[src/rtl/text_overlay_if.sv]
// Pixel, buffer-write and font-ROM signals between the text overlay and its surroundings.
// master = raster/game/font side, slave = text_overlay.
interface text_overlay_if #(
    parameter int unsigned IDX_W = 4
);
    logic             de;
    logic [9:0]       hcount;
    logic [9:0]       vcount;
    logic             wr_en;
    logic [IDX_W-1:0] wr_idx;
    logic [7:0]       wr_char;
    logic             clear;
    logic             busy;
    logic [7:0]       char_addr;
    logic [2:0]       row_addr;
    logic [7:0]       bitmap;
    logic             pixel_valid;
    logic             pixel_on;

    modport master (
        output de, hcount, vcount, wr_en, wr_idx, wr_char, clear, bitmap,
        input  busy, char_addr, row_addr, pixel_valid, pixel_on
    );

    modport slave (
        input  de, hcount, vcount, wr_en, wr_idx, wr_char, clear, bitmap,
        output busy, char_addr, row_addr, pixel_valid, pixel_on
    );
endinterface

[src/rtl/text_overlay.sv]
// Fixed-position text line overlay: writable character buffer, clear FSM and a
// two-stage render pipeline that looks glyph rows up in an external 8x8 font ROM.
module text_overlay #(
    parameter int unsigned X0         = 8,
    parameter int unsigned Y0         = 8,
    parameter int unsigned NUM_CHARS  = 16,
    parameter int unsigned SCALE_LOG2 = 0
) (
    input  logic          clk,
    input  logic          reset,
    text_overlay_if.slave bus
);
    localparam int unsigned IDX_W = $clog2(NUM_CHARS);
    localparam int unsigned W     = (NUM_CHARS * 8) << SCALE_LOG2;
    localparam int unsigned H     = 8 << SCALE_LOG2;

    localparam logic [9:0]       X_LO     = 10'(X0);
    localparam logic [9:0]       X_HI     = 10'(X0 + W);
    localparam logic [9:0]       Y_LO     = 10'(Y0);
    localparam logic [9:0]       Y_HI     = 10'(Y0 + H);
    localparam logic [IDX_W:0]   NUM_LIM  = (IDX_W + 1)'(NUM_CHARS);
    localparam logic [IDX_W-1:0] LAST_IDX = IDX_W'(NUM_CHARS - 1);
    localparam logic [7:0]       SPACE    = 8'h20;

    if (NUM_CHARS < 2) begin : g_chk_num_chars
        $error("text_overlay: NUM_CHARS must be at least 2");
    end
    if (SCALE_LOG2 > 2) begin : g_chk_scale
        $error("text_overlay: SCALE_LOG2 must be 0..2");
    end
    if (X0 + W > 1023) begin : g_chk_width
        $error("text_overlay: text box exceeds horizontal range");
    end
    if (Y0 + H > 1023) begin : g_chk_height
        $error("text_overlay: text box exceeds vertical range");
    end

    typedef enum logic [0:0] {
        ST_IDLE  = 1'b0,
        ST_CLEAR = 1'b1
    } state_t;

    state_t           state;
    logic [IDX_W-1:0] clr_idx;
    logic [7:0]       char_buf [NUM_CHARS];

    logic             wr_ok_c;
    logic             in_box_c;
    logic [9:0]       rx_c;
    logic [9:0]       ry_c;
    logic [IDX_W-1:0] idx_c;
    logic [2:0]       col_c;
    logic [2:0]       row_c;

    logic [2:0]       col1;
    logic             in_box1;
    logic             de1;

    assign wr_ok_c = ({1'b0, bus.wr_idx} < NUM_LIM);

    // Clear FSM and buffer writes; a clear request takes priority over a same-cycle write.
    always_ff @(posedge clk or posedge reset) begin
        if (reset) begin
            state    <= ST_IDLE;
            clr_idx  <= '0;
            bus.busy <= 1'b0;
            for (int i = 0; i < int'(NUM_CHARS); i++) begin
                char_buf[i] <= SPACE;
            end
        end else begin
            case (state)
                ST_IDLE: begin
                    if (bus.clear) begin
                        state    <= ST_CLEAR;
                        clr_idx  <= '0;
                        bus.busy <= 1'b1;
                    end else if (bus.wr_en && wr_ok_c) begin
                        char_buf[bus.wr_idx] <= bus.wr_char;
                    end
                end
                ST_CLEAR: begin
                    char_buf[clr_idx] <= SPACE;
                    if (clr_idx == LAST_IDX) begin
                        state    <= ST_IDLE;
                        bus.busy <= 1'b0;
                    end else begin
                        clr_idx <= clr_idx + IDX_W'(1);
                    end
                end
                default: begin
                    state    <= ST_IDLE;
                    bus.busy <= 1'b0;
                end
            endcase
        end
    end

    // Stage 0: box test and glyph coordinates from the raster position.
    always_comb begin
        in_box_c = 1'b0;
        rx_c     = '0;
        ry_c     = '0;
        idx_c    = '0;
        col_c    = '0;
        row_c    = '0;
        in_box_c = (bus.hcount >= X_LO) && (bus.hcount < X_HI) &&
                   (bus.vcount >= Y_LO) && (bus.vcount < Y_HI);
        if (in_box_c) begin
            rx_c  = bus.hcount - X_LO;
            ry_c  = bus.vcount - Y_LO;
            idx_c = IDX_W'(rx_c >> (3 + SCALE_LOG2));
            col_c = 3'(rx_c >> SCALE_LOG2);
            row_c = 3'(ry_c >> SCALE_LOG2);
        end
    end

    // Stage 1: font ROM address plus the per-pixel context that travels with it.
    always_ff @(posedge clk or posedge reset) begin
        if (reset) begin
            bus.char_addr <= SPACE;
            bus.row_addr  <= '0;
            col1          <= '0;
            in_box1       <= 1'b0;
            de1           <= 1'b0;
        end else begin
            bus.char_addr <= in_box_c ? char_buf[idx_c] : SPACE;
            bus.row_addr  <= in_box_c ? row_c : 3'd0;
            col1          <= col_c;
            in_box1       <= in_box_c;
            de1           <= bus.de;
        end
    end

    // Stage 2: pick the glyph bit; bitmap bit 7 is the leftmost pixel.
    always_ff @(posedge clk or posedge reset) begin
        if (reset) begin
            bus.pixel_on    <= 1'b0;
            bus.pixel_valid <= 1'b0;
        end else begin
            bus.pixel_on    <= de1 & in_box1 & bus.bitmap[3'd7 - col1];
            bus.pixel_valid <= de1;
        end
    end
endmodule

[src/flat_wrapper.sv]
// flat-port wrapper written by rule: the top's interface ports become plain ports
module text_overlay_flat 
#(
    parameter int unsigned X0         = 8,
    parameter int unsigned Y0         = 8,
    parameter int unsigned NUM_CHARS  = 16,
    parameter int unsigned SCALE_LOG2 = 0
)
  (clk, reset, bus_de, bus_hcount, bus_vcount, bus_wr_en, bus_wr_idx, bus_wr_char, bus_clear, bus_bitmap, bus_busy, bus_char_addr, bus_row_addr, bus_pixel_valid, bus_pixel_on);
  text_overlay_if #(.IDX_W(4)) bus_i ();
  input  logic clk;
  input  logic reset;
  input wire logic [$bits(bus_i.de)-1:0] bus_de;
  input wire logic [$bits(bus_i.hcount)-1:0] bus_hcount;
  input wire logic [$bits(bus_i.vcount)-1:0] bus_vcount;
  input wire logic [$bits(bus_i.wr_en)-1:0] bus_wr_en;
  input wire logic [$bits(bus_i.wr_idx)-1:0] bus_wr_idx;
  input wire logic [$bits(bus_i.wr_char)-1:0] bus_wr_char;
  input wire logic [$bits(bus_i.clear)-1:0] bus_clear;
  input wire logic [$bits(bus_i.bitmap)-1:0] bus_bitmap;
  output wire logic [$bits(bus_i.busy)-1:0] bus_busy;
  output wire logic [$bits(bus_i.char_addr)-1:0] bus_char_addr;
  output wire logic [$bits(bus_i.row_addr)-1:0] bus_row_addr;
  output wire logic [$bits(bus_i.pixel_valid)-1:0] bus_pixel_valid;
  output wire logic [$bits(bus_i.pixel_on)-1:0] bus_pixel_on;
  assign bus_i.de = bus_de;
  assign bus_i.hcount = bus_hcount;
  assign bus_i.vcount = bus_vcount;
  assign bus_i.wr_en = bus_wr_en;
  assign bus_i.wr_idx = bus_wr_idx;
  assign bus_i.wr_char = bus_wr_char;
  assign bus_i.clear = bus_clear;
  assign bus_i.bitmap = bus_bitmap;
  assign bus_busy = bus_i.busy;
  assign bus_char_addr = bus_i.char_addr;
  assign bus_row_addr = bus_i.row_addr;
  assign bus_pixel_valid = bus_i.pixel_valid;
  assign bus_pixel_on = bus_i.pixel_on;
  text_overlay #(.X0(X0), .Y0(Y0), .NUM_CHARS(NUM_CHARS), .SCALE_LOG2(SCALE_LOG2)) u_core (.clk(clk), .reset(reset), .bus(bus_i));
endmodule
[config.mk]
export PLATFORM = sky130hd
export DESIGN_NAME = text_overlay_flat
export DESIGN_NICKNAME = d
export VERILOG_FILES = /design/src/rtl/text_overlay_if.sv /design/src/rtl/text_overlay.sv /design/src/flat_wrapper.sv
export SDC_FILE = /design/constraint.sdc
export NUM_CORES = 1
export LEC_CHECK = 0
export BUFFER_PORTS_ARGS = -buffer_cell sky130_fd_sc_hd__buf_2
export CORE_ASPECT_RATIO = 0.6
export CORE_UTILIZATION = 25
export DETAILED_ROUTE_END_ITERATION = 7
export GPL_TIMING_DRIVEN = 0
export PLACE_DENSITY = 0.5
export SLEW_MARGIN = 20
export SYNTH_ARGS = -nofsm -noshare
export SYNTH_HDL_FRONTEND = slang
export SYNTH_SLANG_ARGS = --single-unit
[constraint.sdc]
create_clock -name clk -period 4.5 [get_ports clk]
set_clock_uncertainty 0.05 [all_clocks]
set_input_delay 0.675 -clock clk [delete_from_list [all_inputs] [get_ports clk]]
set_output_delay 0.675 -clock clk [all_outputs]
set_load 0.1 [all_outputs]
==> reports/metrics.csv <==
stage;metric;value;unit
floorplan;Cell Rows;46;
critical_path;worst-path fanout max;10;
critical_path;CP Class;input pin to flop;
critical_path;Slowest cell on crit path;clkbuf_1;
cts;CTS resizes;0;
cts;clk_lat worst skew;0.44;ns
logic_synthesis;sequential share of the synthesized area;0.549;
min_path;Hold WC Path Type;input pin to asynchronous set/reset pin;
placed_design;placed insts;954;
sta;final max-slew violation count;0;
cells_and_area;multi-input logic area;2900;um2
global_routing;GRT Overall Usage;0.159;
global_routing;initial antenna violation count;1;
cts;CTS tree;built;
logic_synthesis;xor-xnor portion of the synthesized cell area;0.00485;
status;status;completed;
cells_and_area;flip-flop and latch area;3820;um2
sta;Slew @ Worst Pin;1.02;ns
critical_path;critical path, cell by cell;buf_2 > buf_2 > buf_4 > inv_2 > ha_1 > clkbuf_1 > clkbuf_1 > mux4_2 > mux2_2 > a21oi_1 > a31oi_1;
critical_path;CP Capture Type;flop;
power_and_ir_drop;total power;3.69;mW
routing;ANT nets after route;0;
floorplan;Die Y;131;um
routing;post-DR vias/cell;5.18;
routing;WL/cell;22.2;um
sta;Slew HR;0.316;
critical_path;worst stage delay on the critical path;0.62;ns
sta;period utilization;0.848;
cts;total CTS buffers;17;
global_routing;grt total ovfl;0;
cells_and_area;commonest non-fill, non-tap cells in the layout;135 x dfrtp_1, 113 x a22o_1, 55 x buf_2, 42 x a21oi_1, 26 x mux4_2;
sta;unrepaired setup endpoints after global routing;false;
logic_synthesis;Post-Synth Simple-Gate Area;0.0803;
logic_synthesis;largest family of logic cells by synthesized area;compound AO/OA/AOI/OAI gates;
sta;Setup Viol. Count Final;0;
cts;Setup Fix Bufs, Post-CTS;0;
routing;initial detailed-routing violation count;429;
floorplan;die area;28600;um2
power_and_ir_drop;Pleak;3.76;nW
logic_synthesis;flops & latches, synth;152;
cts;maximum clock path buffer count;2;
cts;clock sink count;152;
logic_synthesis;main flop type after synthesis;dfrtp_1;
power_and_ir_drop;PD cells;443;nW/um2
global_routing;first-pass GRT wire length;33.4;mm
logic_synthesis;synth warn;0;
logic_synthesis;Synth Net Count;591;
logic_synthesis;Post-synth EDFFs;0;
routing;drt pass-1 iters;5;
floorplan;area of the core;26900;um2
cells_and_area;commonest non-fill, non-tap cell in the layout;dfrtp_1;
logic_synthesis;Synth Area in Compound Gates;0.210;
floorplan;IO Pins;59;
critical_path;delay-heaviest family, CP;buffers and inverters;
cells_and_area;n_diodes;0;
critical_path;Critical Path RT;4.71;ns
job;max_cap viols;0;
routing;drt drc;0;
floorplan;Horiz. Die Dim;218;um
global_routing;largest net degree at the start of global routing;33;
cells_and_area;Area growth syn-to-layout;19.4;%
logic_synthesis;ys async rst share;1.00;
cells_and_area;nets@finish;664;
critical_path;CP Launch Type;input pin;
cells_and_area;final std cells w/o fill;985;
cells_and_area;share of cells above drive strength 1;0.264;
routing;total wire length;21.9;mm
logic_synthesis;Distinct cells, synth;49;
critical_path;CP arrival;4.02;ns
logic_synthesis;Post-Syn Area per Cell;12.9;um2
critical_path;WP buf/inv;6;
cells_and_area;fill cell count;2734;
logic_synthesis;Post-Syn Area;6970;um2
sta;Final Hold Vio Count;0;
cts;CTS root buffer;clkbuf_16;
sta;TNS Setup;0;ns
cts;cts hold-fix bufs;0;
power_and_ir_drop;IR drop worst, VDD;0.000317;V
cts;CTS HTree Levels;4;
global_routing;vias in the first global route;4989;
sta;minimum clock period;3.82;ns
cells_and_area;utilization after layout;0.309;
logic_synthesis;multiplexer area fraction after synthesis;0.111;
logic_synthesis;Mapped Cells;540;
logic_synthesis;adder-cell share of the synthesized area;0.0108;
placed_design;GP Congestion;0.834;
cts;clk slew on worst S/H paths;0.06;ns
floorplan;initial core utilization;0.259;
placed_design;DPL Wire Length;16.1;mm
placed_design;I/O Buffers;49;
routing;Via Count;5100;
sta;max frequency;262;MHz
through the flow:
step | instance area, um2 | setup WS [ns] | hold slack, ns
2_1_floorplan | 6970 | 1.39 | 0.304
3_3_place_gp | 7670 | 0.171 | 0.315
5_1_grt | 8320 | 0.504 | 0.214
4_1_cts | 8320 | 0.666 | 0.196
6_report | 8320 | 0.682 | 0.199
3_5_place_dp | 7770 | 0.196 | 0.321
synthesized netlist by cell type (2+ instances only):
cell,instances,share of area
a21oi_1,42,0.030
a22o_1,113,0.14
a31oi_1,6,0.0054
and2_1,6,0.0054
and3_1,2,0.0018
buf_1,9,0.0048
buf_2,6,0.0043
buf_4,3,0.0032
clkbuf_1,18,0.0097
dfrtp_1,135,0.48
dfstp_2,17,0.064
ha_1,6,0.011
inv_1,22,0.012
mux2_2,14,0.023
mux2i_1,3,0.0043
mux4_2,26,0.084
nand2_1,10,0.0054
nand2b_1,9,0.0081
nand3_1,2,0.0014
nand3b_1,9,0.0097
nor2_1,17,0.0092
nor3_1,12,0.0086
nor3_2,6,0.0086
nor3b_1,2,0.0022
nor3b_2,2,0.0036
nor4_1,6,0.0054
o221ai_1,7,0.0088
o22ai_1,3,0.0027
o2bb2ai_1,6,0.0075
xnor2_1,2,0.0025
state kept, by name (all words and copies together) (netlist names):
name and flops:
u_core.de1 1, u_core.state 1, u_core.char_buf 128, u_core.col1 3, u_core.bus.pixel_on 1, u_core.clr_idx 4
u_core.bus.char_addr 8, u_core.bus.row_addr 3, u_core.in_box1 1, u_core.bus.pixel_valid 1, u_core.bus.busy 1
routing by layer:
| metal | vias up | global-route usage | routed length [um] |
|---|---|---|---|
| met1 | 2622 | 0.271 | 11900 |
| met3 | 23 | 0.0498 | 2110 |
| met2 | 215 | 0.178 | 7620 |
| li1 | 2240 | - | - |
| met4 | 0 | 0.0415 | 232 |
| met5 | - | 0 | 0 |
area by class of cell:
| cell class | instances | share of cell area |
|---|---|---|
| clock buffers | 21 | 0.0566 |
| inverters | 23 | 0.0108 |
| plain buffers | 36 | 0.0185 |
| clock inverters | 10 | 0.00858 |
| well taps | 360 | 0.0542 |
| repair buffers | 54 | 0.0424 |
| flip-flops and latches | 152 | 0.460 |
| multi-input cells | 329 | 0.349 |
logic make-up after synthesis:
group / after synthesis
flops: 152
mux: 43
fa+ha+maj: 6
compound gates: 186
simple gates: 91
xor+xnor: 3
buf+inv: 59
power breakdown:
group | switching, mW | leakage [nW] | total, mW | internal (mW)
Sequential | 0.0981 | 2.04 | 1.62 | 1.52
Clock | 0.587 | 0.269 | 1.33 | 0.747
Combinational | 0.470 | 1.45 | 0.736 | 0.266
Total | 1.15 | 3.76 | 3.69 | 2.53
final timing paths:
path | start | end | slack (ns) | cells after the start
worst min register to register | u_core.de1$_DFF_PP0_ | u_core.bus.pixel_valid$_DFF_PP0_ | 0.33 | 0
min in group clk | bus_de | u_core.de1$_DFF_PP0_ | 0.30 | 1
worst min-delay path | reset | u_core.char_buf[15]$_DFFE_PP0P_ | 0.20 | 2
worst max-delay path | bus_hcount[3] | u_core.bus.char_addr[2]$_DFF_PP0_ | 0.68 | 11
max in group asynchronous | reset | u_core.char_buf[101]$_DFFE_PP1P_ | 3.21 | 5
worst max register to register | u_core.state$_DFF_PP0_ | u_core.char_buf[2]$_DFFE_PP0P_ | 1.74 | 5
No activity file was read; power rests on OpenSTA's default activity.
